File: src/rtl/county_demand_if.sv
// Bundles the sensor input, the lamp-code feedback and the demand outputs of
// county_demand_detector.
interface county_demand_if #(
  parameter int unsigned CNT_W = 4
) ();
  logic             sensor_raw;
  logic [7:0]       main_road;
  logic [7:0]       county_road;
  logic             x;
  logic             present;
  logic [CNT_W-1:0] car_count;

  modport master (
    output sensor_raw, main_road, county_road,
    input  x, present, car_count
  );

  modport slave (
    input  sensor_raw, main_road, county_road,
    output x, present, car_count
  );
endinterface

File: src/rtl/county_demand_detector.sv
// Turns the raw county-road loop sensor into the registered demand x for traffic_signal:
// it synchronises, debounces, queues vehicles, holds a minimum main green and caps service.
module county_demand_detector #(
  parameter int unsigned DEB_CYCLES     = 4,
  parameter int unsigned CNT_W          = 4,
  parameter int unsigned MIN_MAIN_GREEN = 16,
  parameter int unsigned HEADWAY        = 8,
  parameter int unsigned MAX_SERVE      = 64
) (
  input  logic           clk,
  input  logic           reset,
  county_demand_if.slave bus
);
  localparam logic [7:0]       LampGreen = 8'h47;
  localparam logic [CNT_W-1:0] CntMax    = {CNT_W{1'b1}};
  localparam logic [CNT_W-1:0] CntOne    = {{(CNT_W-1){1'b0}}, 1'b1};
  localparam logic [15:0]      DebLast   = 16'(DEB_CYCLES - 1);
  localparam logic [15:0]      HoldInit  = 16'(MIN_MAIN_GREEN);
  localparam logic [15:0]      ServeInit = 16'(MAX_SERVE);
  localparam logic [15:0]      HeadLast  = 16'(HEADWAY - 1);

  typedef enum logic [1:0] {StMainHold, StWait, StServe} state_e;

  state_e           state_q;
  logic             sync1_q, sync2_q;
  logic             present_q, present_d;
  logic [15:0]      deb_cnt_q, deb_cnt_d;
  logic [CNT_W-1:0] car_count_q, car_count_d;
  logic [15:0]      hold_q, serve_q, head_q;
  logic [7:0]       main_prev_q;
  logic             x_q;
  logic             main_green_rise, arrival, discharge, inc, dec;

  // Any cycle where the synced level matches present restarts the debounce window.
  always_comb begin
    present_d = present_q;
    deb_cnt_d = '0;
    if (sync2_q != present_q) begin
      if (deb_cnt_q == DebLast) begin
        present_d = sync2_q;
      end else begin
        deb_cnt_d = deb_cnt_q + 16'd1;
      end
    end
  end

  assign arrival         = present_d & ~present_q;
  assign main_green_rise = (bus.main_road == LampGreen) && (main_prev_q != LampGreen);
  assign discharge       = (state_q == StServe) && !main_green_rise && (head_q == HeadLast);
  assign inc             = arrival && (car_count_q != CntMax);
  assign dec             = discharge && (car_count_q != '0);

  always_comb begin
    car_count_d = car_count_q;
    if (inc && !dec) begin
      car_count_d = car_count_q + CntOne;
    end else if (dec && !inc) begin
      car_count_d = car_count_q - CntOne;
    end
  end

  always_ff @(posedge clk) begin
    if (reset) begin
      sync1_q     <= 1'b0;
      sync2_q     <= 1'b0;
      present_q   <= 1'b0;
      deb_cnt_q   <= '0;
      car_count_q <= '0;
      x_q         <= 1'b0;
      state_q     <= StMainHold;
      hold_q      <= HoldInit;
      serve_q     <= '0;
      head_q      <= '0;
      main_prev_q <= LampGreen;
    end else begin
      sync1_q     <= bus.sensor_raw;
      sync2_q     <= sync1_q;
      present_q   <= present_d;
      deb_cnt_q   <= deb_cnt_d;
      car_count_q <= car_count_d;
      main_prev_q <= bus.main_road;

      unique case (state_q)
        StWait:  x_q <= (car_count_q != '0);
        StServe: x_q <= (car_count_q != '0) && (serve_q != '0);
        default: x_q <= 1'b0;
      endcase

      if (main_green_rise) begin
        state_q <= StMainHold;
        hold_q  <= HoldInit;
      end else begin
        unique case (state_q)
          StMainHold: begin
            if (hold_q == 16'd1) begin
              state_q <= StWait;
            end else begin
              hold_q <= hold_q - 16'd1;
            end
          end
          StWait: begin
            if (bus.county_road == LampGreen) begin
              state_q <= StServe;
              serve_q <= ServeInit;
              head_q  <= '0;
            end
          end
          StServe: begin
            if (serve_q != '0) begin
              serve_q <= serve_q - 16'd1;
            end
            head_q <= (head_q == HeadLast) ? '0 : head_q + 16'd1;
          end
          default: state_q <= StMainHold;
        endcase
      end
    end
  end

  assign bus.x         = x_q;
  assign bus.present   = present_q;
  assign bus.car_count = car_count_q;
endmodule

File: src/flat_wrapper.sv
// flat-port wrapper written by rule: the top's interface ports become plain ports
module county_demand_detector_flat 
#(
  parameter int unsigned DEB_CYCLES     = 4,
  parameter int unsigned CNT_W          = 4,
  parameter int unsigned MIN_MAIN_GREEN = 16,
  parameter int unsigned HEADWAY        = 8,
  parameter int unsigned MAX_SERVE      = 64
)
  (clk, reset, bus_sensor_raw, bus_main_road, bus_county_road, bus_x, bus_present, bus_car_count);
  county_demand_if #(.CNT_W(CNT_W)) bus_i ();
  input  logic clk;
  input  logic reset;
  input wire logic [$bits(bus_i.sensor_raw)-1:0] bus_sensor_raw;
  input wire logic [$bits(bus_i.main_road)-1:0] bus_main_road;
  input wire logic [$bits(bus_i.county_road)-1:0] bus_county_road;
  output wire logic [$bits(bus_i.x)-1:0] bus_x;
  output wire logic [$bits(bus_i.present)-1:0] bus_present;
  output wire logic [$bits(bus_i.car_count)-1:0] bus_car_count;
  assign bus_i.sensor_raw = bus_sensor_raw;
  assign bus_i.main_road = bus_main_road;
  assign bus_i.county_road = bus_county_road;
  assign bus_x = bus_i.x;
  assign bus_present = bus_i.present;
  assign bus_car_count = bus_i.car_count;
  county_demand_detector #(.DEB_CYCLES(DEB_CYCLES), .CNT_W(CNT_W), .MIN_MAIN_GREEN(MIN_MAIN_GREEN), .HEADWAY(HEADWAY), .MAX_SERVE(MAX_SERVE)) u_core (.clk(clk), .reset(reset), .bus(bus_i));
endmodule
File: config.mk
export PLATFORM = sky130hd
export DESIGN_NAME = county_demand_detector_flat
export DESIGN_NICKNAME = d
export VERILOG_FILES = /design/src/rtl/county_demand_if.sv /design/src/rtl/county_demand_detector.sv /design/src/flat_wrapper.sv
export SDC_FILE = /design/constraint.sdc
export NUM_CORES = 1
export LEC_CHECK = 0
export BUFFER_PORTS_ARGS = -buffer_cell sky130_fd_sc_hd__buf_2
export CORE_MARGIN = 5
export CORE_UTILIZATION = 45
export CTS_CLUSTER_DIAMETER = 80
export DETAILED_ROUTE_END_ITERATION = 12
export GPL_ROUTABILITY_DRIVEN = 0
export PLACE_DENSITY = 0.7
export SYNTH_ARGS = -nofsm -noshare
export SYNTH_HDL_FRONTEND = slang
export SYNTH_SLANG_ARGS = --single-unit
File: constraint.sdc
create_clock -name clk -period 4.6 [get_ports clk]
set_input_delay 0.23 -clock clk [delete_from_list [all_inputs] [get_ports clk]]
set_output_delay 0.23 -clock clk [all_outputs]
set_load 0.02 [all_outputs]
==> summary.md, run 1 <==
| Metric | Value |
|---|---|
| Vias per Instance | ~5.5 |
| Synth cell count leaders | 82 x dfxtp_1, 54 x nor2_1, 27 x a21oi_1 |
| DRT Wirelength | around 7600 um |
| Final worst-path cycle share | 0.627 |
| Most frequent cell after synthesis | dfxtp_1 |
| Max transition margin | 0.420 |
| Cells after synthesis | ~450 |
| Die Wd | 104 um |
| 1st-iter DRT viols | 90 |
| RR Startpoint | u_core.main_prev_q[5]$_SDFF_PP0_ |
| Count of cell types in the netlist | 54 |
| Cell family with most CP delay | simple AND/OR/NAND/NOR gates |
| Max-cap violations | 0 |
| Antenna Violating Nets Remaining | 0 |
| Buffer count from post-CTS setup fixing | 0 |
| Slew Limit Fails | 0 |
| Die area | 10900 sq um |
| Post-synthesis xor/xnor area fraction | 0.0894 |
| Final clock skew | between 0.01 and 0.015 ns |
| Clock latency on the worst-skew pair | roughly 0.35 ns |
| Hold Vio Cnt, Final | 0 |
| Root buffer cell | clkbuf_8 |
| Worst setup EP type | flop |
| Hold Crit Start | bus_main_road[2] |
| Compound-gate portion of the synthesized area | 0.105 |
| Post-synth EDFFs | 0 |
| FP Rows | 34 |
| Synth area leader | dfxtp_1 |
| Worst min-delay path class | in -> reg |
| Post-synthesis simple-gate area fraction | 0.314 |
| P_int | 1.24 mW |
| Post-synthesis sequential area ratio | 0.409 |
| Core area | about 8700 sq um |
| Clk buf depth | 2 |
| Worst stage delay on the critical path | between 0.5 and 0.6 ns |
| Die height | ~100 um |
| Worst-margin pin slew | just under 0.9 ns |
| Grt total ovfl | 0 |
| Area Growth Syn to Fin | 9.50% |
| # IOs | 25 |
| Maximum VDD drop | 0.257 mV |
| Critical Path Source | u_core.main_prev_q[5]$_SDFF_PP0_ |
| Proportion of synthesized area in mux cells | 0.00499 |
| Yosys warnings | 0 |
| Crit-path max FO | 18 |
| Nets | 503 |
| CP Cell Sequence | or4b_1, o211ai_2, buf_4, nand4bb_1, ha_1, inv_1, ha_1, a21o_1, a21oi_1, xnor2_1, or3_1, a21oi_1 |
| Worst-path clk slew | around 0.09 ns |
| Finish-stage setup viols | 0 |
| Leak pwr | approximately 1.6 nW |
| Fin util | 0.504 |
| Logic pwr share | 0.255 |
| Buf+Inv Stages, Crit Path | 2 |
| Antenna Cells | 0 |
| Design Power | 1.84 mW |
| Top FF cell, synth | dfxtp_1 |
| Buffers added on ports | 24 |
| Pin count of the biggest net entering global routing | 29 |
| First-pass GRT wire length | 13600 um |
| #FFs+latches synth | 82 |
| Switch Pwr | 602 uW |
| Vias post-DR | 3237 |
| Critical path arrival | 3.17 ns |
| Post-CTS Hold Buffers | 0 |
| Num CTS Buffers | 9 |
| Period minus WS final | 2.89 ns |
| Routed len/inst | 13.0 um |
| Fill cells | 830 |
| Syn_nets | 486 |
| RSZ-0062 raised after global routing | no |
| Post-synth ARST share | 0 |
| Largest family of logic cells by synthesized area | simple AND/OR/NAND/NOR gates |
| Slowest stage cell, crit path | or4b_1 |
| Setup tns final | 0 ns |
| DP Wirelength | 5370 um |
| Top cell type's share of synthesized area | 0.409 |
| Worst Path Class, Setup | reg -> reg |
| CTS tree | done |
| Mapped cell area | between 4000 and 5000 sq um |
| DRC Markers | 0 |
| Final instance area | approximately 4400 sq um |
| Drt first pass iters | 4 |
| GR Util All Layers | 0.144 |
| Status | complete, no violations |
| Flop pwr share | 0.453 |
| Switching Share | 0.327 |
| P per Cell Area | 418 nW/um^2 |
| Mean Syn Cell Area | 8.84 sq um |
| H-Tree Level Count | 3 |
| Vias in the first global route | 3088 |
| Clock network fraction of total power | 0.292 |
| Adder-Cell Fraction of Synth Area | 0.0424 |
| Sink Count | 82 |
| Initial core utilization | 0.460 |
| Max Freq | 0.346 GHz |
| CTS resizes | 0 |
| Share of layout cells above drive strength 1 | 0.124 |
| Placed cell area | 4190 sq um |
| Worst EP required | 4.88 ns |
| Synth area leaders | dfxtp_1 41%, xnor2_1 5.7%, nor2_1 5.0% |
| Initial antenna violation count | 0 |
| Crit path launch type | flop |
## flip-flops by register name, summed over array words and instances, names as in the netlist
| signal | count |
|---|---|
| u_core.sync2_q | 1 |
| u_core.bus.present | 1 |
| u_core.bus.x | 1 |
| u_core.serve_q | 16 |
| u_core.sync1_q | 1 |
| u_core.deb_cnt_q | 16 |
| u_core.main_prev_q | 8 |
| u_core.state_q | 2 |
| u_core.head_q | 16 |
| u_core.hold_q | 16 |
| u_core.bus.car_count | 4 |
## final timing paths
| path | endpoint | slack (ns) | depth (start not counted) |
|---|---|---|---|
| worst max register to register | u_core.bus.car_count[3]$_SDFFE_PP0P_ | 1.71 | 12 |
| worst min-delay path | u_core.main_prev_q[2]$_SDFF_PP1_ | 0.08 | 2 |
| worst min register to register | u_core.sync2_q$_SDFF_PP0_ | 0.46 | 1 |
| worst max-delay path | u_core.bus.car_count[3]$_SDFFE_PP0P_ | 1.71 | 12 |
## area by class of cell
| cell class | instances | area, sq um | area share |
|---|---|---|---|
| Multi-Input combinational cell | 340 | 2230 | 0.508 |
| Sequential cell | 82 | 1640 | 0.373 |
| Timing Repair Buffer | 26 | 135 | 0.0307 |
| Tap cell | 108 | 135 | 0.0307 |
| Clock buffer | 9 | 124 | 0.0282 |
| Clock inverter | 7 | 82.6 | 0.0188 |
| Inverter | 12 | 45.0 | 0.0102 |
## through the flow
step | hold WS, ns | cells | setup slack (ns)
after detailed placement | 0.438 | 568 | 1.71
after floorplan | 0.337 | 454 | 1.63
after global placement | 0.431 | 568 | 1.81
final | 0.0796 | 584 | 1.71
after CTS | 0.0659 | 584 | 1.71
after global routing | 0.0681 | 584 | 1.53
## per-layer routing
metal | track usage | routed length [um]
met1 | 0.180 | 3570
met2 | 0.242 | 3700
met3 | 0.0410 | 234
met4 | 0.0407 | 69
met5 | 0 | 0
## cells in the final DEF (no fill, tap or decap), types with 13 or more instances in the layout
cell type  netlist  final
xor2_1          15     15
or3_1           24     24
nand2_1         20     20
dfxtp_1         82     82
o21ai_0         13     13
xnor2_1         26     26
nor2_1          54     54
a21oi_1         27     27
nand4_1         17     17
buf_2            3     24
## power by group through the flow
stage / clock [mW] / combinational (mW) / sequential (mW)
2_1_floorplan: 0 / 0.397 / 0.835
3_5_place_dp: 0 / 0.468 / 0.849
5_1_grt: 0.583 / 0.536 / 0.846
4_1_cts: 0.553 / 0.473 / 0.833
6_report: 0.537 / 0.469 / 0.834
3_3_place_gp: 0 / 0.457 / 0.846
## cell families after synthesis
| group | Yosys count |
|---|---|
| adders and majority gates | 13 |
| DFF | 82 |
| xor gates and xnor gates | 41 |
| muxes | 2 |
| and+or+nand+nor | 217 |
| buffers and inverters | 32 |
| AOI/OAI and AO/OA | 67 |
No activity file was read; power rests on OpenSTA's default activity.
==> run 2, diff against run 1 <==
--- a/config.mk
+++ b/config.mk
@@ -11,7 +11,7 @@
 export CTS_CLUSTER_DIAMETER = 80
 export DETAILED_ROUTE_END_ITERATION = 12
 export GPL_ROUTABILITY_DRIVEN = 0
-export PLACE_DENSITY = 0.7
+export PLACE_DENSITY = 0.72
 export SYNTH_ARGS = -nofsm -noshare
 export SYNTH_HDL_FRONTEND = slang
 export SYNTH_SLANG_ARGS = --single-unit
==> constraint.sdc (replaced) <==
create_clock -name clk -period 2.3 [get_ports clk]
set_input_delay 0.115 -clock clk [delete_from_list [all_inputs] [get_ports clk]]
set_output_delay 0.115 -clock clk [all_outputs]
set_load 0.02 [all_outputs]
==> summary.md, run 2 (synthesized netlist as in run 1, its figures left out) <==
| Metric | Value |
|---|---|
| DRC Markers | 0 |
| Failing checks | setup timing |
| Worst setup EP type | flop |
| Setup tns final | -0.163 ns |
| Routed len/inst | 13.6 um |
| Worst EP required | 2.59 ns |
| P per Cell Area | around 750 nW/um^2 |
| Vias in the first global route | 3438 |
| Crit-path max FO | 3 |
| Max transition margin | 0.663 |
| Maximum VDD drop | around 0.46 mV |
| Max-cap violations | 0 |
| Most frequent CP cell | a21oi_2 |
| RSZ-0062 raised after global routing | yes |
| Pin count of the biggest net entering global routing | 18 |
| Die area | 10900 sq um |
| Num CTS Buffers | 9 |
| GR Util All Layers | 0.163 |
| Max Freq | 0.406 GHz |
| Die height | around 100 um |
| Root buffer cell | clkbuf_8 |
| Multi-input gate area | 2310 sq um |
| Core area | 8720 sq um |
| Buf+Inv Stages, Crit Path | 1 |
| Vias post-DR | 3506 |
| CTS tree | done |
| Buffers added on ports | 24 |
| Placed cell area | 4570 sq um |
| Slew Limit Fails | 0 |
| Fin worst setup slack | -0.163 ns |
| Final clock skew | 0.00896 ns |
| Hold Crit Start | bus_main_road[7] |
| # IOs | 25 |
| Crit path capture | u_core.bus.car_count[3]$_SDFFE_PP0P_ |
| Cell family with most CP delay | simple AND/OR/NAND/NOR gates |
| FF+latch area | 1640 sq um |
| Clock latency on the worst-skew pair | 0.35 ns |
| H-Tree Level Count | 3 |
| Worst-path clk slew | 0.08 ns |
| Worst reg2reg setup slack | -0.16 ns |
| Critical path arrival | 2.75 ns |
| Hold Vio Cnt, Final | 0 |
| Design Power | 3.69 mW |
| First-pass GRT wire length | 15100 um |
| Initial antenna violation count | 0 |
| Antenna Violating Nets Remaining | 0 |
| Worst min-delay path class | in -> reg |
| Initial core utilization | 0.460 |
| Status | finished with violations |
| Slowest stage cell, crit path | or4b_4 |
| Worst stage delay on the critical path | between 0.5 and 0.6 ns |
| Worst Path Class, Setup | reg -> reg |
| Leak pwr | 1.90 nW |
| CP Cell Sequence | or4b_4, o211ai_4, nand4bb_1, ha_2, inv_2, ha_1, a21o_1, a21oi_2, xnor2_1, or3_1, a21oi_2 |
| Drt first pass iters | 4 |
| Area Growth Syn to Fin | 22.1% |
| Worst R2R End | u_core.bus.car_count[3]$_SDFFE_PP0P_ |
| Grt total ovfl | 0 |
| Share of layout cells above drive strength 1 | 0.220 |
| Commonest cells after routing, fill and taps aside | 80 x dfxtp_1, 54 x nor2_1, 48 x buf_4 |
| Final worst-path cycle share | 1.07 |
| Critical Path Source | u_core.main_prev_q[5]$_SDFF_PP0_ |
| RR Startpoint | u_core.main_prev_q[5]$_SDFF_PP0_ |
| Vias per Instance | roughly 5.5 |
| Fin util | 0.562 |
| Crit path launch type | flop |
| Cell count along the critical path | 11 |
| FP Rows | 34 |
| Worst Reg-to-Reg Cells | 11 |
| DRT Wirelength | approximately 8700 um |
| Worst-margin pin slew | 0.493 ns |
| Clk buf depth | 2 |
| Antenna Cells | 0 |
| 1st-iter DRT viols | approximately 170 |
| Finish-stage setup viols | 1 |
| Nets | approximately 560 |
| Die Wd | 104 um |
| Commonest non-fill, non-tap cell in the layout | dfxtp_1 |
| Sink Count | approximately 80 |
| DP Wirelength | 6160 um |
| Period minus WS final | 2.46 ns |
| Final instance area | 4900 sq um |
| Fill cells | 782 |
[run 2: changes by cell type in the layout (fill, tap and decap cells not counted), moves of 2 or more]
cell,change
inv_6,-2
clkbuf_8,+3
dfxtp_2,+2
buf_4,+46
a21oi_2,+2
clkinv_2,+2
dfxtp_1,-2
dlygate4sd3_1,+8
a21oi_1,-2
ha_1,-2
[run 2: metal layers]
metal / part of all wire / vias to the layer above / track usage
met3: 0.037 / 21 / 0.0360
met4: 0.024 / 0 / 0.0583
met2: 0.50 / 68 / 0.286
li1: - / 1784 / -
met5: 0 / - / 0
met1: 0.44 / 1633 / 0.193
[run 2: repair_timing]
item | in CTS | in global routing
setup buffers | 0 | 1
pin swaps | 2 | 2
resized for setup | 3 | 8
endpoints found under the hold margin | 8 | 0
setup endpoints to repair | 4 | 12
cloned | 0 | 0
hold buffers | 8 | 0
[run 2: cell type report]
type,instances,share of cell area
well taps,108,0.0276
clock inverters,4,0.00510
flip-flops and latches,82,0.335
clock buffers,12,0.0337
repair buffers,81,0.118
multi-input cells,340,0.471
inverters,12,0.00919
[run 2: through the flow]
step / worst slack (ns) / instances / hold WS, ns
floorplan: -0.390 / 454 / 0.222
global placement: -0.164 / 614 / 0.312
detailed placement: -0.264 / 614 / 0.321
CTS: -0.172 / 638 / 0.00521
global route: -0.352 / 639 / 0.0199
finish: -0.163 / 639 / 0.0179
[run 2: worst min-delay path by stage]
stage | to | cells after the start
floorplan | u_core.main_prev_q[0]$_SDFF_PP1_ | 1
global placement | u_core.main_prev_q[2]$_SDFF_PP1_ | 2
detailed placement | u_core.main_prev_q[1]$_SDFF_PP1_ | 2
CTS | u_core.main_prev_q[7]$_SDFF_PP0_ | 2
global route | u_core.main_prev_q[7]$_SDFF_PP0_ | 2
finish | u_core.main_prev_q[7]$_SDFF_PP0_ | 2
[run 2: power by group]
part	internal (mW)	total, mW	switching, mW
Clock	0.477	0.990	0.513
Combinational	0.465	1.04	0.571
Sequential	1.55	1.67	0.114
Total	2.49	3.69	1.20
